**src/rtl/sreg_thr_monitor.sv**
```systemverilog
`default_nettype none
// +--------------------------------------------------------------------------+
// | sreg_thr_monitor                                                         |
// | Sample threshold monitor: latched high threshold with read-back, strict  |
// | hysteresis compare with debounce, config-error flag, optional saturating |
// | alarm-event counter (enabled by defining THR_MON_EVCNT_EN).              |
// | Rev 1.0                                                                  |
// +--------------------------------------------------------------------------+
module sreg_thr_monitor #(
  parameter int DEBOUNCE = 4,
  parameter int COUNT_W  = 8
) (
  input  logic               clk_i,
  input  logic               rst_n_i,
  input  logic [15:0]        sample_i,
  input  logic               sample_valid_i,
  input  logic [15:0]        thr_low_i,
  input  logic [15:0]        thr_high_i,
  input  logic               thr_high_wr_i,
  input  logic               evcnt_clr_i,
  output logic [15:0]        thr_high_rb_o,
  output logic               alarm_o,
  output logic               cfg_err_o,
  output logic [COUNT_W-1:0] evcnt_o
);

  typedef enum logic [1:0] {
    ST_NORMAL  = 2'd0,
    ST_PEND_HI = 2'd1,
    ST_ALARM   = 2'd2,
    ST_PEND_LO = 2'd3
  } state_e;

  localparam logic [7:0] C_DEBOUNCE = 8'(DEBOUNCE);

  state_e      state_q, state_d;
  logic [7:0]  dcnt_q, dcnt_d;
  logic [15:0] thr_high_q, thr_high_d;
  logic        cfg_err_q, cfg_err_d;
  logic        alarm_q, alarm_d;
  logic        w_hi, w_lo, w_rise;

  always_comb begin
    thr_high_d = thr_high_wr_i ? thr_high_i : thr_high_q;
    // Compare against the currently latched value: a same-cycle write takes effect next cycle.
    cfg_err_d  = (thr_low_i > thr_high_q);
    w_hi       = (sample_i > thr_high_q);
    w_lo       = (sample_i < thr_low_i);
    state_d    = state_q;
    dcnt_d     = dcnt_q;

    if (cfg_err_d || cfg_err_q) begin
      state_d = ST_NORMAL;
      dcnt_d  = 8'd0;
    end else if (sample_valid_i) begin
      case (state_q)
        ST_NORMAL: begin
          if (w_hi) begin
            dcnt_d  = 8'd1;
            state_d = (C_DEBOUNCE == 8'd1) ? ST_ALARM : ST_PEND_HI;
          end
        end
        ST_PEND_HI: begin
          if (w_hi) begin
            dcnt_d = dcnt_q + 8'd1;
            if (dcnt_q + 8'd1 == C_DEBOUNCE) state_d = ST_ALARM;
          end else begin
            dcnt_d  = 8'd0;
            state_d = ST_NORMAL;
          end
        end
        ST_ALARM: begin
          if (w_lo) begin
            dcnt_d  = 8'd1;
            state_d = (C_DEBOUNCE == 8'd1) ? ST_NORMAL : ST_PEND_LO;
          end
        end
        ST_PEND_LO: begin
          if (w_lo) begin
            dcnt_d = dcnt_q + 8'd1;
            if (dcnt_q + 8'd1 == C_DEBOUNCE) state_d = ST_NORMAL;
          end else begin
            dcnt_d  = 8'd0;
            state_d = ST_ALARM;
          end
        end
        default: begin
          state_d = ST_NORMAL;
          dcnt_d  = 8'd0;
        end
      endcase
    end

    alarm_d = (state_d == ST_ALARM) || (state_d == ST_PEND_LO);
    w_rise  = (state_d == ST_ALARM) &&
              ((state_q == ST_NORMAL) || (state_q == ST_PEND_HI));
  end

  always_ff @(posedge clk_i or negedge rst_n_i) begin
    if (!rst_n_i) begin
      state_q    <= ST_NORMAL;
      dcnt_q     <= 8'd0;
      thr_high_q <= 16'hFFFF;
      cfg_err_q  <= 1'b0;
      alarm_q    <= 1'b0;
    end else begin
      state_q    <= state_d;
      dcnt_q     <= dcnt_d;
      thr_high_q <= thr_high_d;
      cfg_err_q  <= cfg_err_d;
      alarm_q    <= alarm_d;
    end
  end

  assign thr_high_rb_o = thr_high_q;
  assign alarm_o       = alarm_q;
  assign cfg_err_o     = cfg_err_q;

`ifdef THR_MON_EVCNT_EN
  logic [COUNT_W-1:0] evcnt_q, evcnt_d;

  always_comb begin
    evcnt_d = evcnt_q;
    if (evcnt_clr_i)
      evcnt_d = '0;
    else if (w_rise && (evcnt_q != '1))
      evcnt_d = evcnt_q + 1'b1;
  end

  always_ff @(posedge clk_i or negedge rst_n_i) begin
    if (!rst_n_i) evcnt_q <= '0;
    else          evcnt_q <= evcnt_d;
  end

  assign evcnt_o = evcnt_q;
`else
  logic w_evcnt_unused;
  assign w_evcnt_unused = evcnt_clr_i | w_rise;
  assign evcnt_o        = '0;
`endif

endmodule
`default_nettype wire

```
**config.mk**
```make
export PLATFORM = sky130hd
export DESIGN_NAME = sreg_thr_monitor
export DESIGN_NICKNAME = d
export VERILOG_FILES = /design/src/rtl/sreg_thr_monitor.sv
export SDC_FILE = /design/constraint.sdc
export NUM_CORES = 1
export LEC_CHECK = 0
export BUFFER_PORTS_ARGS = -buffer_cell sky130_fd_sc_hd__buf_4
export CAP_MARGIN = 40
export CORE_MARGIN = 2
export CORE_UTILIZATION = 56
export CTS_CLUSTER_DIAMETER = 30
export CTS_CLUSTER_SIZE = 40
export DETAILED_ROUTE_END_ITERATION = 7
export HOLD_SLACK_MARGIN = 0.15
export PLACE_DENSITY_LB_ADDON = 0.15
export SETUP_SLACK_MARGIN = 0.2
export SYNTH_ARGS = -nofsm -noshare
export SYNTH_HDL_FRONTEND = slang
export SYNTH_SLANG_ARGS = --single-unit
```
**constraint.sdc**
```tcl
create_clock -name clk_i -period 6.8 [get_ports clk_i]
set_input_delay 1.36 -clock clk_i [delete_from_list [all_inputs] [get_ports clk_i]]
set_output_delay 1.36 -clock clk_i [all_outputs]
set_load 0.05 [all_outputs]
```
Word level (Yosys, flattened, before mapping)
Cells that the tools add are included.
{"block": "totals", "register_bits": 28, "word_cells": 38, "out_inout_bits": 26, "in_bits": 53}
{"block": "op_classes", "eq_ne": 8, "n_addsub": 1, "n_lt_le_gt_ge": 3, "mux": 16, "reduce_logical": 5}
{"op": "$mux 8", "count": 6}
{"op": "$gt 16x16->1", "count": 2}
{"op": "$pmux 8 s4", "count": 1}
{"op": "$lt 16x16->1", "count": 1}
{"op": "$mux 2", "count": 8}
{"op": "$add 8x1->8 const B", "count": 1}
{"op": "$eq 2x2->1 const B", "count": 4}
{"op": "$eq 8x3->1 const B", "count": 1}
{"op": "$pmux 2 s4", "count": 1}
{"op": "$ne 3x3->1 const B", "count": 2}
{"op": "$reduce_and 3->1", "count": 1}
{"op": "$eq 2x1->1 const B", "count": 1}
{"op": "$logic_not 2->1", "count": 1}
{"op": "$logic_or 1x1->1", "count": 2}
{"op": "$reduce_bool 2->1", "count": 1}

Logic depth before layout (Yosys ltp)
{"block": "logic_depth", "depth_word": 9, "mapped_depth": 10, "mapped_depth_nobuf": 9}

Worst setup path after synthesis
No wires, ideal clock.
{"block": "synth_path", "path_kind": "input to register", "from": "input port sample_i[1]", "to": "register dcnt_q[2]", "setup_ns": 0.078, "t_arrival_ns": 3.158, "setup_slack_ns": 3.564, "stages": 9, "t_required_ns": 6.722, "n_path_buf": 1, "cell_sequence": "ha_1 > nor2b_1 > o211ai_1 > a2111oi_4 > nor3b_2 > o31ai_4 > or3b_1 > buf_2 > o2bb2ai_1"}
{"block": "synth_between", "elab_chain_len": 5, "word_cells_on_any_way": 10, "classes_between": "order compare (2); eq/ne (2); mux (5); reduce/logical (1)"}
{"item": "start: declaration", "line": "15", "text": "input logic [15:0] sample_i,"}
{"item": "$lt 16x16->1 or $gt 16x16->1 (tied branches)", "line": "48, 47"}
{"item": "$mux 8, on equally long branches", "line": "79, 64"}
{"item": "$pmux 8 s4", "line": "56", "text": "case (state_q)"}
{"item": "$mux 8", "line": "55", "text": "end else if (sample_valid_i) begin"}
{"item": "$mux 8", "line": "52", "text": "if (cfg_err_d || cfg_err_q) begin"}
{"item": "end signal: assignment", "line": "108", "text": "dcnt_q <= dcnt_d;"}
{"item": "end: declaration", "line": "37", "text": "logic [7:0] dcnt_q, dcnt_d;"}
Parallel ways exist; a longest one is shown, timed or not. The select of a mux whose other input is x is not followed.
A chain may end at the register's enable or synchronous reset.

Worst setup path in the final report
{"block": "layout_path", "from": "input port sample_i[14]", "to": "register dcnt_q[4]"}
The elaborated chain is that of the path after synthesis.

==> results.tsv <==
stage	metric	value	unit
timing	period_share	49.14	%
power_and_ir_drop	seqPwrFrac	38.1	%
worst_setup_path	startpoint_type	primary input	
cells_and_area	instances_no_fill	392	
power_and_ir_drop	leakage	1.509	nW
logic_synthesis	yosys-top-cells-count	ha_1, inv_1, a21oi_1, nand2_1, o21ai_0	
clock_network	clk_path_buf_depth	2	
global_routing	grt_max_degree	32	
min_path	hold_depth	1	
route	wire_per_inst	14.22	microns
global_routing	use_met2	42.87	%
route	vias_per_cell	5.561	
placed_design	dp.cells	388	
route	dr.pass1.iters	5	
logic_synthesis	seq_area_frac_synth	29.12	%
timing	rsz0062_at_grt	false	
route	wl	5575	microns
die	num_rows	24	
global_routing	grt-ovfl-total	0	
worst_setup_path	rr_endpoint	dcnt_q[4]	
route	via_count	2180	
min_path	hold_class	flop to flop	
timing	setup_ws	3.458	ns
global_routing	grt_pass1_vias	2208	
timing	hold_viol_final	0	
worst_setup_path	r2r-start	thr_high_rb_o[14]	
clock_network	path_clk_slew	0.10	ns
logic_synthesis	synth-seq-cells	28	
cells_and_area	fin_util	71.24	%
logic_synthesis	syn-cell-area	2475	sq um
worst_setup_path	arrival	3.55	ns
global_routing	grt_usage	24.01	%
die	dieArea	4967	sq um
global_routing	grtUsageMet1	30.42	%
clock_network	h-tree-depth	1	
timing	tightest_slew	0.7658	ns
cells_and_area	syn_to_final_growth	23.61	%
clock_network	cts_buffers	3	
cells_and_area	finalInstanceArea	3059	sq um
clock_network	cts_hold_buffers	0	
placed_design	io_buffers	69	
worst_setup_path	endpoint_kind	flop	
logic_synthesis	synth_area_leaders	ha_1, dfstp_2, dfrtp_1	
worst_setup_path	setup.worst_path.class	primary input to flop	
power_and_ir_drop	pwr-share-clk	21.6	%
cells_and_area	final_layout_size_suffix_gt1_share	28.53	%
worst_setup_path	ff2ff_setup_slack	4.05	ns
min_path	min_to	dcnt_q[0]	
die	core_area	4294	sq um
logic_synthesis	netlist_instances	273	
power_and_ir_drop	swShare	37.50	%
clock_network	cts_sinks	28	
clock_network	cts_tree	done	
global_routing	grt_antenna_before_repair	0	
die	io_pins	79	
power_and_ir_drop	p_sw	187.6	uW
placed_design	hpwl	4450	microns
logic_synthesis	synth.distinct_cells	44	
timing	setup_violations	0	
logic_synthesis	ys_async_sr_fraction	100.0	%
global_routing	grt_most_used_layer	met2	
worst_setup_path	required	7.01	ns
global_routing	grt_first_pass_wirelength	9680	microns
logic_synthesis	synth_area_per_cell	9.065	sq um
power_and_ir_drop	peakVddDrop	0.09703	mV
logic_synthesis	synth_area_leader_cell	ha_1	
route	first_iter_violations	76	
power_and_ir_drop	power.internal	312.7	uW
cells_and_area	num_antenna_cells	0	
clock_network	clock_latency	0.28	ns
timing	timing.final.crit_period	3.342	ns
status	status	complete, no violations	
timing	maxSlewHeadroom	48.48	%
logic_synthesis	synth_warnings	0	
placed_design	gp_congestion	0.8114	
global_routing	use_met3	3.319	%
logic_synthesis	synth_most_common_cell	ha_1	
job	maxCapViolations	0	
clock_network	post_cts_buffers	0	
timing	slew_viol_final	0	
clock_network	cts_resized	0	
die	die_w	70.48	microns
clock_network	cts_root_buf	clkbuf_8	
timing	finalClockSkew	0.005346	ns
route	antenna_left	0	
logic_synthesis	synth_edf_count	0	
placed_design	post-place-ws	3.179	ns
min_path	worstHoldStart	dcnt_q[0]	
placed_design	placed_area	3004	sq um
worst_setup_path	path_max_fanout	6	
cells_and_area	layout.nets	442	
timing	fin_setup_tns	0	ns
worst_setup_path	r2r_cells	7	
power_and_ir_drop	p_comb_share	40.3	%
die	start_util	57.63	%
die	die_y	70.48	microns
logic_synthesis	synth-main-ff-cell	dfstp_2	
timing	max_freq	299.3	MHz
logic_synthesis	yosysTopAreaCellShare	24.27	%
power_and_ir_drop	p_per_area	163.5	nW/um^2
route	drc	0	
-- how the worst max path moves through the flow --
stage,slack (ns),endpoint,start,cells past startpoint
2_1_floorplan,3.56,dcnt_q[2],sample_i[1],9
3_3_place_gp,3.21,dcnt_q[6],sample_i[14],9
3_5_place_dp,3.18,dcnt_q[6],thr_low_i[10],9
4_1_cts,3.46,dcnt_q[6],thr_low_i[10],9
5_1_grt,3.26,dcnt_q[6],thr_low_i[10],9
6_report,3.46,dcnt_q[4],sample_i[14],9
-- worst max-delay path, stage by stage --
cell and delay (ns):
buf_4 0.12, ha_1 0.35, a21oi_1 0.17, nand2_1 0.08
a221oi_1 0.28, nor3b_2 0.37, o311ai_0 0.18, a21oi_1 0.48
o2bb2ai_1 0.17
-- power groups by stage --
stage	registers, mW	logic (mW)	clock network [mW]
global placement	0.193	0.197	0
finish	0.190	0.202	0.108
detailed placement	0.193	0.201	0
CTS	0.191	0.203	0.111
floorplan	0.229	0.100	0
global route	0.192	0.225	0.117
-- per-stage QoR --
step / power [mW] / hold slack, ns
after detailed placement: 0.3944 / 0.5272
after global placement: 0.3899 / 0.5157
after floorplan: 0.3294 / 0.4858
final: 0.5003 / 0.5406
after CTS: 0.5046 / 0.5438
after global routing: 0.5344 / 0.5831
-- metal layers --
layer | vias to the layer above | share of wire [%]
li1 | 1113 | -
met1 | 1014 | 44
met2 | 45 | 51
met3 | 8 | 3.8
met4 | 0 | 1.2
met5 | - | 0
-- cells in the final DEF, fill, tap and decap left out, drive strengths merged, types with 4 or more instances in the layout --
cell     instances
nor2             4
buf             69
o2bb2ai          6
clkbuf           4
dfrtp           12
inv             33
ha              48
nand4            9
dfstp           16
nand2           25
a21oi           25
nand3            9
conb             8
o21ai           22
nor2b            7
-- cells by family after synthesis --
| logic type | count (synthesis) | share of synthesized area, % |
|---|---|---|
| and+or+nand+nor | 74 | 16.83 |
| DFF | 28 | 29.12 |
| other | 1 | 0.1515 |
| muxes | 6 | 2.578 |
| xor gates and xnor gates | 1 | 0.3540 |
| buffers and inverters | 46 | 8.240 |
| adders and majority gates | 48 | 24.27 |
| AOI/OAI and AO/OA | 69 | 18.45 |
-- state kept, by name (all words and copies together), names as in the netlist --
| register | flops |
|---|---|
| state_q | 2 |
| alarm_o | 1 |
| cfg_err_o | 1 |
| dcnt_q | 8 |
| thr_high_rb_o | 16 |
-- final cells by class --
cell class / instances / area (sq um)
Tap cell: 52 / 65.06
Multi-Input combinational cell: 206 / 1577
Fill cell: 343 / 1235
Sequential cell: 28 / 720.7
Inverter: 33 / 123.9
Clock buffer: 4 / 55.05
Timing Repair Buffer: 69 / 518.0
Power figures use the tool's default switching activity.
